==> src/rtl/cpu_pkg.sv <==
// Shared CPU definitions: branch opcodes, branch FSM states, condition decode.
package cpu_pkg;

  typedef enum logic [2:0] {
    OP_JMP  = 3'b000,
    OP_JC   = 3'b001,
    OP_JNC  = 3'b010,
    OP_JZ   = 3'b011,
    OP_JNZ  = 3'b100,
    OP_JS   = 3'b101,
    OP_CALL = 3'b110,
    OP_RET  = 3'b111
  } branch_op_t;

  typedef enum logic [1:0] {
    IDLE  = 2'd0,
    FETCH = 2'd1,
    EXEC  = 2'd2,
    POP   = 2'd3
  } br_state_t;

  // Flag condition for the conditional jumps. CALL and RET depend on the
  // stack, not on flags, so they are not decided here.
  function automatic logic cond_met(input branch_op_t op, input logic cy,
                                    input logic z, input logic s);
    logic met;
    met = 1'b0;
    case (op)
      OP_JMP:  met = 1'b1;
      OP_JC:   met = cy;
      OP_JNC:  met = ~cy;
      OP_JZ:   met = z;
      OP_JNZ:  met = ~z;
      OP_JS:   met = s;
      default: met = 1'b0;
    endcase
    return met;
  endfunction

endpackage

==> src/rtl/ret_stack.sv <==
// Hardware return stack (LIFO). The pointer saturates at 0 and DEPTH, so a
// push when full or a pop when empty leaves the stack unchanged.
module ret_stack #(
  parameter int AW    = 8,
  parameter int DEPTH = 4
) (
  input  logic          CLK,
  input  logic          RST,
  input  logic          push,
  input  logic          pop,
  input  logic [AW-1:0] din,
  output logic [AW-1:0] dout,
  output logic          full,
  output logic          empty
);

  localparam int IW = $clog2(DEPTH);
  localparam int PW = IW + 1;

  logic [AW-1:0] mem_q [DEPTH];
  logic [PW-1:0] ptr_q;
  logic [IW-1:0] wr_idx;
  logic [IW-1:0] rd_idx;

  // ptr points at the next free slot; the top of stack is one below it.
  // At ptr=DEPTH the low bits wrap to 0, so rd_idx still lands on DEPTH-1.
  assign wr_idx = ptr_q[IW-1:0];
  assign rd_idx = wr_idx - IW'(1);
  assign full   = (ptr_q == PW'(DEPTH));
  assign empty  = (ptr_q == '0);
  assign dout   = empty ? '0 : mem_q[rd_idx];

  // Push has priority; the controller never requests both at once.
  always_ff @(posedge CLK or posedge RST) begin
    if (RST) begin
      ptr_q <= '0;
      for (int i = 0; i < DEPTH; i++) mem_q[i] <= '0;
    end else if (push && !full) begin
      mem_q[wr_idx] <= din;
      ptr_q         <= ptr_q + PW'(1);
    end else if (pop && !empty) begin
      ptr_q <= ptr_q - PW'(1);
    end
  end

endmodule

==> src/rtl/branch_ctrl.sv <==
// Branch / CALL / RET control unit. Snapshots opcode, flags and return PC at
// START, fetches the target operand, then loads or falls through.
//
//   state | meaning
//   IDLE  | waiting for START
//   FETCH | MEM_REQ high, waiting for the target operand
//   EXEC  | DONE; PC_LOAD if taken, CALL pushes the return PC
//   POP   | DONE; PC_LOAD with popped address if the stack was non-empty
module branch_ctrl
  import cpu_pkg::*;
#(
  parameter int AW    = 8,
  parameter int DEPTH = 4
) (
  input  logic          CLK,
  input  logic          RST,
  input  logic          START,
  input  logic [2:0]    OP,
  input  logic          CY,
  input  logic          Z,
  input  logic          S,
  input  logic [AW-1:0] PC,
  input  logic [AW-1:0] MEM_DATA,
  input  logic          MEM_VALID,
  output logic          MEM_REQ,
  output logic          PC_LOAD,
  output logic [AW-1:0] PC_NEXT,
  output logic          BUSY,
  output logic          DONE,
  output logic          STK_ERR
);

  br_state_t     state_q;
  branch_op_t    op_q;
  logic          cy_q, z_q, s_q;
  logic [AW-1:0] pc_q;

  logic          mem_req_q, pc_load_q, busy_q, done_q, stk_err_q;
  logic [AW-1:0] pc_next_q;

  logic          stk_push, stk_pop, stk_full, stk_empty;
  logic [AW-1:0] stk_dout;
  logic          taken_d;

  // Outcome of the snapshotted instruction; stable for the whole FETCH.
  always_comb begin
    taken_d = 1'b0;
    if (op_q == OP_CALL) taken_d = ~stk_full;
    else                 taken_d = cond_met(op_q, cy_q, z_q, s_q);
  end

  // Stack moves on the edge that leaves EXEC/POP, so IDLE always sees it settled.
  assign stk_push = (state_q == EXEC) && (op_q == OP_CALL) && pc_load_q;
  assign stk_pop  = (state_q == POP) && pc_load_q;

  ret_stack #(.AW(AW), .DEPTH(DEPTH)) u_stack (
    .CLK   (CLK),
    .RST   (RST),
    .push  (stk_push),
    .pop   (stk_pop),
    .din   (pc_q),
    .dout  (stk_dout),
    .full  (stk_full),
    .empty (stk_empty)
  );

  // FSM, snapshots and registered outputs.
  always_ff @(posedge CLK or posedge RST) begin
    if (RST) begin
      state_q   <= IDLE;
      op_q      <= OP_JMP;
      cy_q      <= 1'b0;
      z_q       <= 1'b0;
      s_q       <= 1'b0;
      pc_q      <= '0;
      mem_req_q <= 1'b0;
      pc_load_q <= 1'b0;
      pc_next_q <= '0;
      busy_q    <= 1'b0;
      done_q    <= 1'b0;
      stk_err_q <= 1'b0;
    end else begin
      case (state_q)
        IDLE: begin
          if (START) begin
            op_q   <= branch_op_t'(OP);
            cy_q   <= CY;
            z_q    <= Z;
            s_q    <= S;
            pc_q   <= PC;
            busy_q <= 1'b1;
            if (branch_op_t'(OP) == OP_RET) begin
              state_q   <= POP;
              done_q    <= 1'b1;
              pc_load_q <= ~stk_empty;
              pc_next_q <= stk_dout;
              if (stk_empty) stk_err_q <= 1'b1;
            end else begin
              state_q   <= FETCH;
              mem_req_q <= 1'b1;
            end
          end
        end
        FETCH: begin
          if (MEM_VALID) begin
            state_q   <= EXEC;
            mem_req_q <= 1'b0;
            done_q    <= 1'b1;
            pc_load_q <= taken_d;
            pc_next_q <= taken_d ? MEM_DATA : '0;
            if (op_q == OP_CALL && stk_full) stk_err_q <= 1'b1;
          end
        end
        EXEC, POP: begin
          state_q   <= IDLE;
          busy_q    <= 1'b0;
          done_q    <= 1'b0;
          pc_load_q <= 1'b0;
          pc_next_q <= '0;
        end
        default: state_q <= IDLE;
      endcase
    end
  end

  assign MEM_REQ = mem_req_q;
  assign PC_LOAD = pc_load_q;
  assign PC_NEXT = pc_next_q;
  assign BUSY    = busy_q;
  assign DONE    = done_q;
  assign STK_ERR = stk_err_q;

endmodule

==> config.mk <==
export PLATFORM = sky130hd
export DESIGN_NAME = branch_ctrl
export DESIGN_NICKNAME = d
export VERILOG_FILES = /design/src/rtl/cpu_pkg.sv /design/src/rtl/ret_stack.sv /design/src/rtl/branch_ctrl.sv
export SDC_FILE = /design/constraint.sdc
export NUM_CORES = 1
export LEC_CHECK = 0
export BUFFER_PORTS_ARGS = -buffer_cell sky130_fd_sc_hd__buf_2
export CAP_MARGIN = 10
export CORE_MARGIN = 2
export CORE_UTILIZATION = 33
export CTS_BUF_LIST = sky130_fd_sc_hd__clkbuf_8
export DETAILED_ROUTE_END_ITERATION = 6
export GPL_ROUTABILITY_DRIVEN = 0
export SLEW_MARGIN = 10
export SYNTH_ARGS = -nofsm -noshare
export SYNTH_HDL_FRONTEND = slang
export SYNTH_SLANG_ARGS = --single-unit
==> constraint.sdc <==
create_clock -name CLK -period 3.36 [get_ports CLK]
set_input_delay 0.672 -clock CLK [delete_from_list [all_inputs] [get_ports CLK]]
set_output_delay 0.672 -clock CLK [all_outputs]
set_load 0.01 [all_outputs]
==> impl_metrics.json, run 1 <==
{
  "die-area_mm2": 0.009535,
  "worst_setup_path_end_kind": "flip-flop",
  "p_per_area_mw_per_mm2": 791.3,
  "cts_hold_buf": 0,
  "clock_path_buffers": 2,
  "fp-row-count": 34,
  "ys.flop_type": "dfrtp_1",
  "p_int_uw": 1735,
  "clk_latency_ns": 0.34,
  "grt_pass1_vias": 1749,
  "antenna_left": 0,
  "synth_cell_types": 36,
  "wl_per_cell_um": 15.43,
  "ios": 39,
  "tritoncts": "done",
  "postCtsSetupRepairBufs": 0,
  "critPathArrivalTime_ns": 2.70,
  "insertedDiodeCount": 0,
  "power_frac_clock_pct": 20.5,
  "worstSetupStartpointType": "flip-flop",
  "slew_headroom_pct": 40.79,
  "grt_max_degree": 36,
  "final_util_pct": 39.24,
  "clk_pin_slew_ns": 0.07,
  "initial_core_util_pct": 33.68,
  "seqPwrFrac_pct": 46.3,
  "switchingPower_uw": 932.7,
  "grt_overflow": 0,
  "nets": 271,
  "peakVddDrop_mv": 0.1862,
  "syn_nets": 226,
  "synth_seq_area_share_pct": 55.34,
  "swShare_pct": 34.96,
  "yosysWarnings": 0,
  "pwr-share-comb_pct": 33.2,
  "drc": 0,
  "ys_ff_latch": 64,
  "finalSetupViolations": 0,
  "path_max_fanout": 6,
  "synth_top_area_share_pct": 55.34,
  "hold_class": "in2async",
  "fp.dieH_um": 97.65,
  "drive_gt1_share_pct": 48.36,
  "chipWidth_um": 97.65,
  "reg2reg_slack_ns": 0.88,
  "drtPass1Iterations": 4,
  "htreeDepth": 3,
  "grt_setup_unrepaired": "false",
  "cp.required_ns": 3.58,
  "crit_type": "reg2reg",
  "slew_viol_final": 0,
  "period_share_pct": 73.83,
  "syn_to_final_growth_pct": 16.52,
  "core_region_area_mm2": 0.008593,
  "clock-sinks": 64,
  "synth_area_leader_cell": "dfrtp_1",
  "fin_worst_skew_ns": 0.006455,
  "wirelength_mm": 5.432,
  "synth.most_common_cell": "dfrtp_1",
  "worst_pin_slew_ns": 0.8770,
  "p_leak_uw": 0.001601,
  "outcome": "complete, no violations",
  "fin_crit_ns": 2.481,
  "grt_first_pass_wirelength_mm": 9.011,
  "clock.fmax_ghz": 0.4031,
  "cts_buffers": 9,
  "port_buffers": 38,
  "cts_root_buffer": "clkbuf_8",
  "netlist_area_mm2": 0.002894,
  "ctsResizeCount": 0,
  "synth-edff-count": 0,
  "gr-usage-all-layers_pct": 12.25,
  "viasPerCell": 4.955,
  "yosys-top-cells-area": "dfrtp_1 (55%), mux2_2 (18%), mux4_2 (6.2%)",
  "dpl.hpwl_mm": 3.729,
  "fin_setup_tns_ns": 0,
  "maxCapViolations": 0,
  "synth-async-reset-ratio_pct": 100.0,
  "antenna_found_initial": 0,
  "vias": 1744,
  "power.total_uw": 2668,
  "fillers": 827,
  "syn-instance-count": 195,
  "hold_viol": 0,
  "synthTopCellsByCount": "dfrtp_1 (64), mux2_2 (46), a221o_1 (8), mux4_2 (8), nor3b_1 (8)",
  "syn_avg_cell_area_um2": 14.84,
  "drt_iter0_markers": 76
}
==> layout by cell type, fill, tap and decap left out, drive strengths merged, types with 2 or more instances in the layout <==
cell | netlist | layout
buf | 6 | 41
clkinv | 0 | 3
clkbuf | 1 | 9
o21ai | 3 | 3
nor3b | 9 | 9
nand2b | 2 | 2
nand3b | 2 | 2
inv | 6 | 8
a21oi | 3 | 3
nor2 | 2 | 2
nand2 | 10 | 10
mux2 | 48 | 48
dfrtp | 64 | 64
a21o | 2 | 2
xnor2 | 2 | 2
ha | 4 | 4
mux4 | 8 | 8
a221o | 8 | 8
==> critical path: stages, from the launching register on <==
cell and delay (ns):
dfrtp_1 0.44, inv_1 0.09, ha_1 0.23, nand2_1 0.10, nor4b_4 0.41, inv_1 0.10, fa_1 0.40, nor4bb_1 0.29
o22ai_1 0.13, xnor2_1 0.16
==> worst paths after layout <==
kind	end	startpoint	cells past startpoint
min reg2reg	STK_ERR$_DFFE_PP0P_	STK_ERR$_DFFE_PP0P_	1
min in group CLK	STK_ERR$_DFFE_PP0P_	STK_ERR$_DFFE_PP0P_	1
max reg2reg	u_stack.ptr_q[2]$_DFFE_PP0P_	u_stack.ptr_q[1]$_DFFE_PP0P_	9
min	pc_q[1]$_DFFE_PP0P_	RST	2
max in group asynchronous	PC_NEXT[1]$_DFFE_PP0P_	RST	3
max	u_stack.ptr_q[2]$_DFFE_PP0P_	u_stack.ptr_q[1]$_DFFE_PP0P_	9
==> power by group through the flow <==
stage	logic (uW)	registers (uW)	clock network (uW)
final	886	1240	546
after global routing	971	1280	599
after CTS	905	1240	564
after detailed placement	898	1250	0
after global placement	887	1240	0
after floorplan	697	1200	0
==> layout make-up <==
type,instances,area (um2),area share [%]
Inverter,6,22.52,0.6679
Clock inverter,6,30.03,0.8905
Timing Repair Buffer,41,225.2,6.679
Tap cell,108,135.1,4.007
Multi-Input combinational cell,118,1234,36.59
Sequential cell,64,1602,47.50
Clock buffer,9,123.9,3.673
==> per-layer routing <==
metal | share of wire [%] | wire length [um] | track usage (%) | vias to the layer above
li1 | - | - | - | 818
met1 | 46 | 2521 | 15.78 | 884
met2 | 47 | 2563 | 18.62 | 30
met3 | 3.6 | 195 | 2.806 | 12
met4 | 2.8 | 151 | 7.692 | 0
met5 | 0 | 0 | 0 | -
==> state kept, by name, summed over array words and instances, names as in the netlist <==
signal / count
BUSY: 1
DONE: 1
MEM_REQ: 1
PC_LOAD: 1
PC_NEXT: 8
STK_ERR: 1
cy_q: 1
op_q: 3
pc_q: 8
s_q: 1
state_q: 2
u_stack.mem_q: 32
u_stack.ptr_q: 3
z_q: 1
==> metrics by stage <==
| stage | area, um2 | setup WS [ns] | cells | hold slack (ns) |
|---|---|---|---|---|
| 2_1_floorplan | 2894 | 0.7815 | 195 | 0.4591 |
| 3_3_place_gp | 3218 | 0.9960 | 337 | 0.4604 |
| 3_5_place_dp | 3218 | 0.8967 | 337 | 0.4681 |
| 4_1_cts | 3372 | 0.8713 | 352 | 0.4373 |
| 5_1_grt | 3372 | 0.6988 | 352 | 0.4693 |
| 6_report | 3372 | 0.8795 | 352 | 0.4231 |
==> logic make-up (layout without fill, tap and decap cells) <==
kind of cell | Yosys count | after routing | share of synthesized area, %
flops | 64 | 64 | 55.34
buf+inv | 13 | 62 | 2.032
xor+xnor | 2 | 2 | 0.6054
fa+ha+maj | 5 | 5 | 2.421
compound gates | 23 | 23 | 6.226
simple gates | 31 | 31 | 8.127
mux | 57 | 57 | 25.25
(Power assumes the default switching activity.)
==> run 2, diff against run 1 <==
- clock period: 3.36 -> 2 ns (I/O delays scaled with it)
==> run 2 against run 1 <==
Effect of this change:
- utilization up 1.9 points
- critical path type unchanged
- count of clock-buffer cells in the layout increased by 1
- design area increased by 4.8%
- combinational power up 110%
- largest power group unchanged
- sequential power up 63%
- clock power up 100%
- critical path depth stayed put
- non-clock buffer count is 13 higher
- global-route usage increased by 1.4 points
==> impl_metrics.json, run 2 (synthesis gave the netlist of run 1 again) <==
{
  "fin_setup_tns_ns": 0,
  "largest_reg_flops": 32,
  "htreeDepth": 3,
  "drt_iter0_markers": 51,
  "syn_to_final_growth_pct": 22.09,
  "cpMaxStageDelayCell": "dfrtp_1",
  "peakVddDrop_mv": 0.4193,
  "tritoncts": "done",
  "hold_class": "in2async",
  "wl_per_cell_um": 16.10,
  "path_buf_inv": 2,
  "grt_first_pass_wirelength_mm": 10.02,
  "clock_path_buffers": 2,
  "crit_type": "reg2reg",
  "critPathMaxStageDelay_ns": 0.39,
  "antenna_found_initial": 0,
  "hold_viol": 0,
  "vias": 1782,
  "ios": 39,
  "hold_slack_ns": 0.1154,
  "grt_overflow": 0,
  "fin_worst_skew_ns": 0.01181,
  "drc": 0,
  "cts_root_buffer": "clkbuf_8",
  "drtPass1Iterations": 4,
  "fin_crit_ns": 1.969,
  "path_max_fanout": 3,
  "grt_pass1_vias": 1925,
  "power.total_uw": 4952,
  "dpl.cell_count": 347,
  "core_region_area_mm2": 0.008593,
  "slew_headroom_pct": 61.78,
  "initial_core_util_pct": 33.68,
  "slew_viol_final": 0,
  "grt_setup_unrepaired": "true",
  "gr-usage-all-layers_pct": 13.66,
  "p_per_area_mw_per_mm2": 1401,
  "worstSetupStartpointType": "flip-flop",
  "cts_buffers": 9,
  "worst_pin_slew_ns": 0.5644,
  "outcome": "complete, no violations",
  "period_share_pct": 98.46,
  "dpl.hpwl_mm": 3.987,
  "wirelength_mm": 5.891,
  "mostFrequentLayoutCells": "dfrtp_1 (64), mux2_2 (46), buf_2 (38)",
  "path_delay_family": "simple AND/OR/NAND/NOR gates",
  "antenna_left": 0,
  "clock-sinks": 64,
  "drive_gt1_share_pct": 53.49,
  "viasPerCell": 4.869,
  "crit_chain": "inv_4 > ha_4 > nand2_2 > nor4b_4 > inv_1 > fa_2 > nor4bb_1 > o22ai_1 > xnor2_1",
  "worst_setup_path_end_kind": "flip-flop",
  "cp.required_ns": 2.22,
  "clk_latency_ns": 0.34,
  "fp-row-count": 34,
  "maxCapViolations": 0,
  "insertedDiodeCount": 0,
  "finalSetupViolations": 0,
  "critPathArrivalTime_ns": 2.19,
  "die-area_mm2": 0.009535,
  "final_util_pct": 41.12,
  "nets": 284,
  "p_leak_uw": 0.001682,
  "clk_pin_slew_ns": 0.07,
  "grt_max_degree": 65,
  "regMostFlops": "u_stack.mem_q",
  "fillers": 826,
  "chipWidth_um": 97.65,
  "fp.dieH_um": 97.65,
  "port_buffers": 38,
  "clock.fmax_ghz": 0.5078,
  "instances_no_fill": 366,
  "final_common_cell": "dfrtp_1",
  "cts_hold_buf": 0
}
-- run 2: layer usage --
layer  global-route usage, %  wire [um]  vias to the layer above
li1                        -          -                      840
met1                   17.42       2742                      918
met2                   22.02       2900                       16
met3                   3.885        157                        8
met4                   5.342         91                        0
met5                       0          0                        -
-- run 2: through the flow --
step | setup slack, ns | instance area [um2]
2_1_floorplan | -0.3257 | 2930
6_report | 0.03078 | 3533
3_3_place_gp | 0.07385 | 3313
3_5_place_dp | -0.01577 | 3313
4_1_cts | 0.004862 | 3518
5_1_grt | -0.05734 | 3533
-- run 2: worst paths after layout --
kind | startpoint | to | slack [ns] | cells past startpoint
max in group asynchronous | RST | u_stack.mem_q[30]$_DFFE_PP0P_ | 1.60 | 3
max | u_stack.ptr_q[0]$_DFFE_PP0P_ | u_stack.ptr_q[2]$_DFFE_PP0P_ | 0.03 | 9
min in group CLK | MEM_DATA[4] | PC_NEXT[4]$_DFFE_PP0P_ | 0.28 | 2
min | RST | z_q$_DFFE_PP0P_ | 0.12 | 3
min reg2reg | DONE$_DFFE_PP0P_ | DONE$_DFFE_PP0P_ | 0.47 | 1
max reg2reg | u_stack.ptr_q[0]$_DFFE_PP0P_ | u_stack.ptr_q[2]$_DFFE_PP0P_ | 0.03 | 9
-- run 2: where the power goes --
part	leakage (uW)	internal [uW]	switching [uW]
Clock	0.000103	602	501
Combinational	0.000745	952	873
Sequential	0.000834	1720	308
Total	0.00168	3270	1680
-- run 2: area by class of cell --
class / instances / area (um2) / area share (%)
clock buffers: 10 / 137.6 / 3.895
clock inverters: 6 / 60.06 / 1.700
well taps: 108 / 135.1 / 3.824
inverters: 6 / 25.02 / 0.7082
multi-input cells: 118 / 1251 / 35.41
repair buffers: 54 / 322.8 / 9.136
flip-flops and latches: 64 / 1602 / 45.33
-- run 2: tightest hold or removal path, stage by stage --
cell and delay (ns):
buf_2 0.10, inv_2 0.06, buf_12 0.29
-- run 2: repair_timing --
action | in CTS | in global routing
endpoints found under the setup margin | 1 | 9
buffers inserted | 1 | 2
gates resized for setup | 0 | 2
pin swaps | 4 | 3
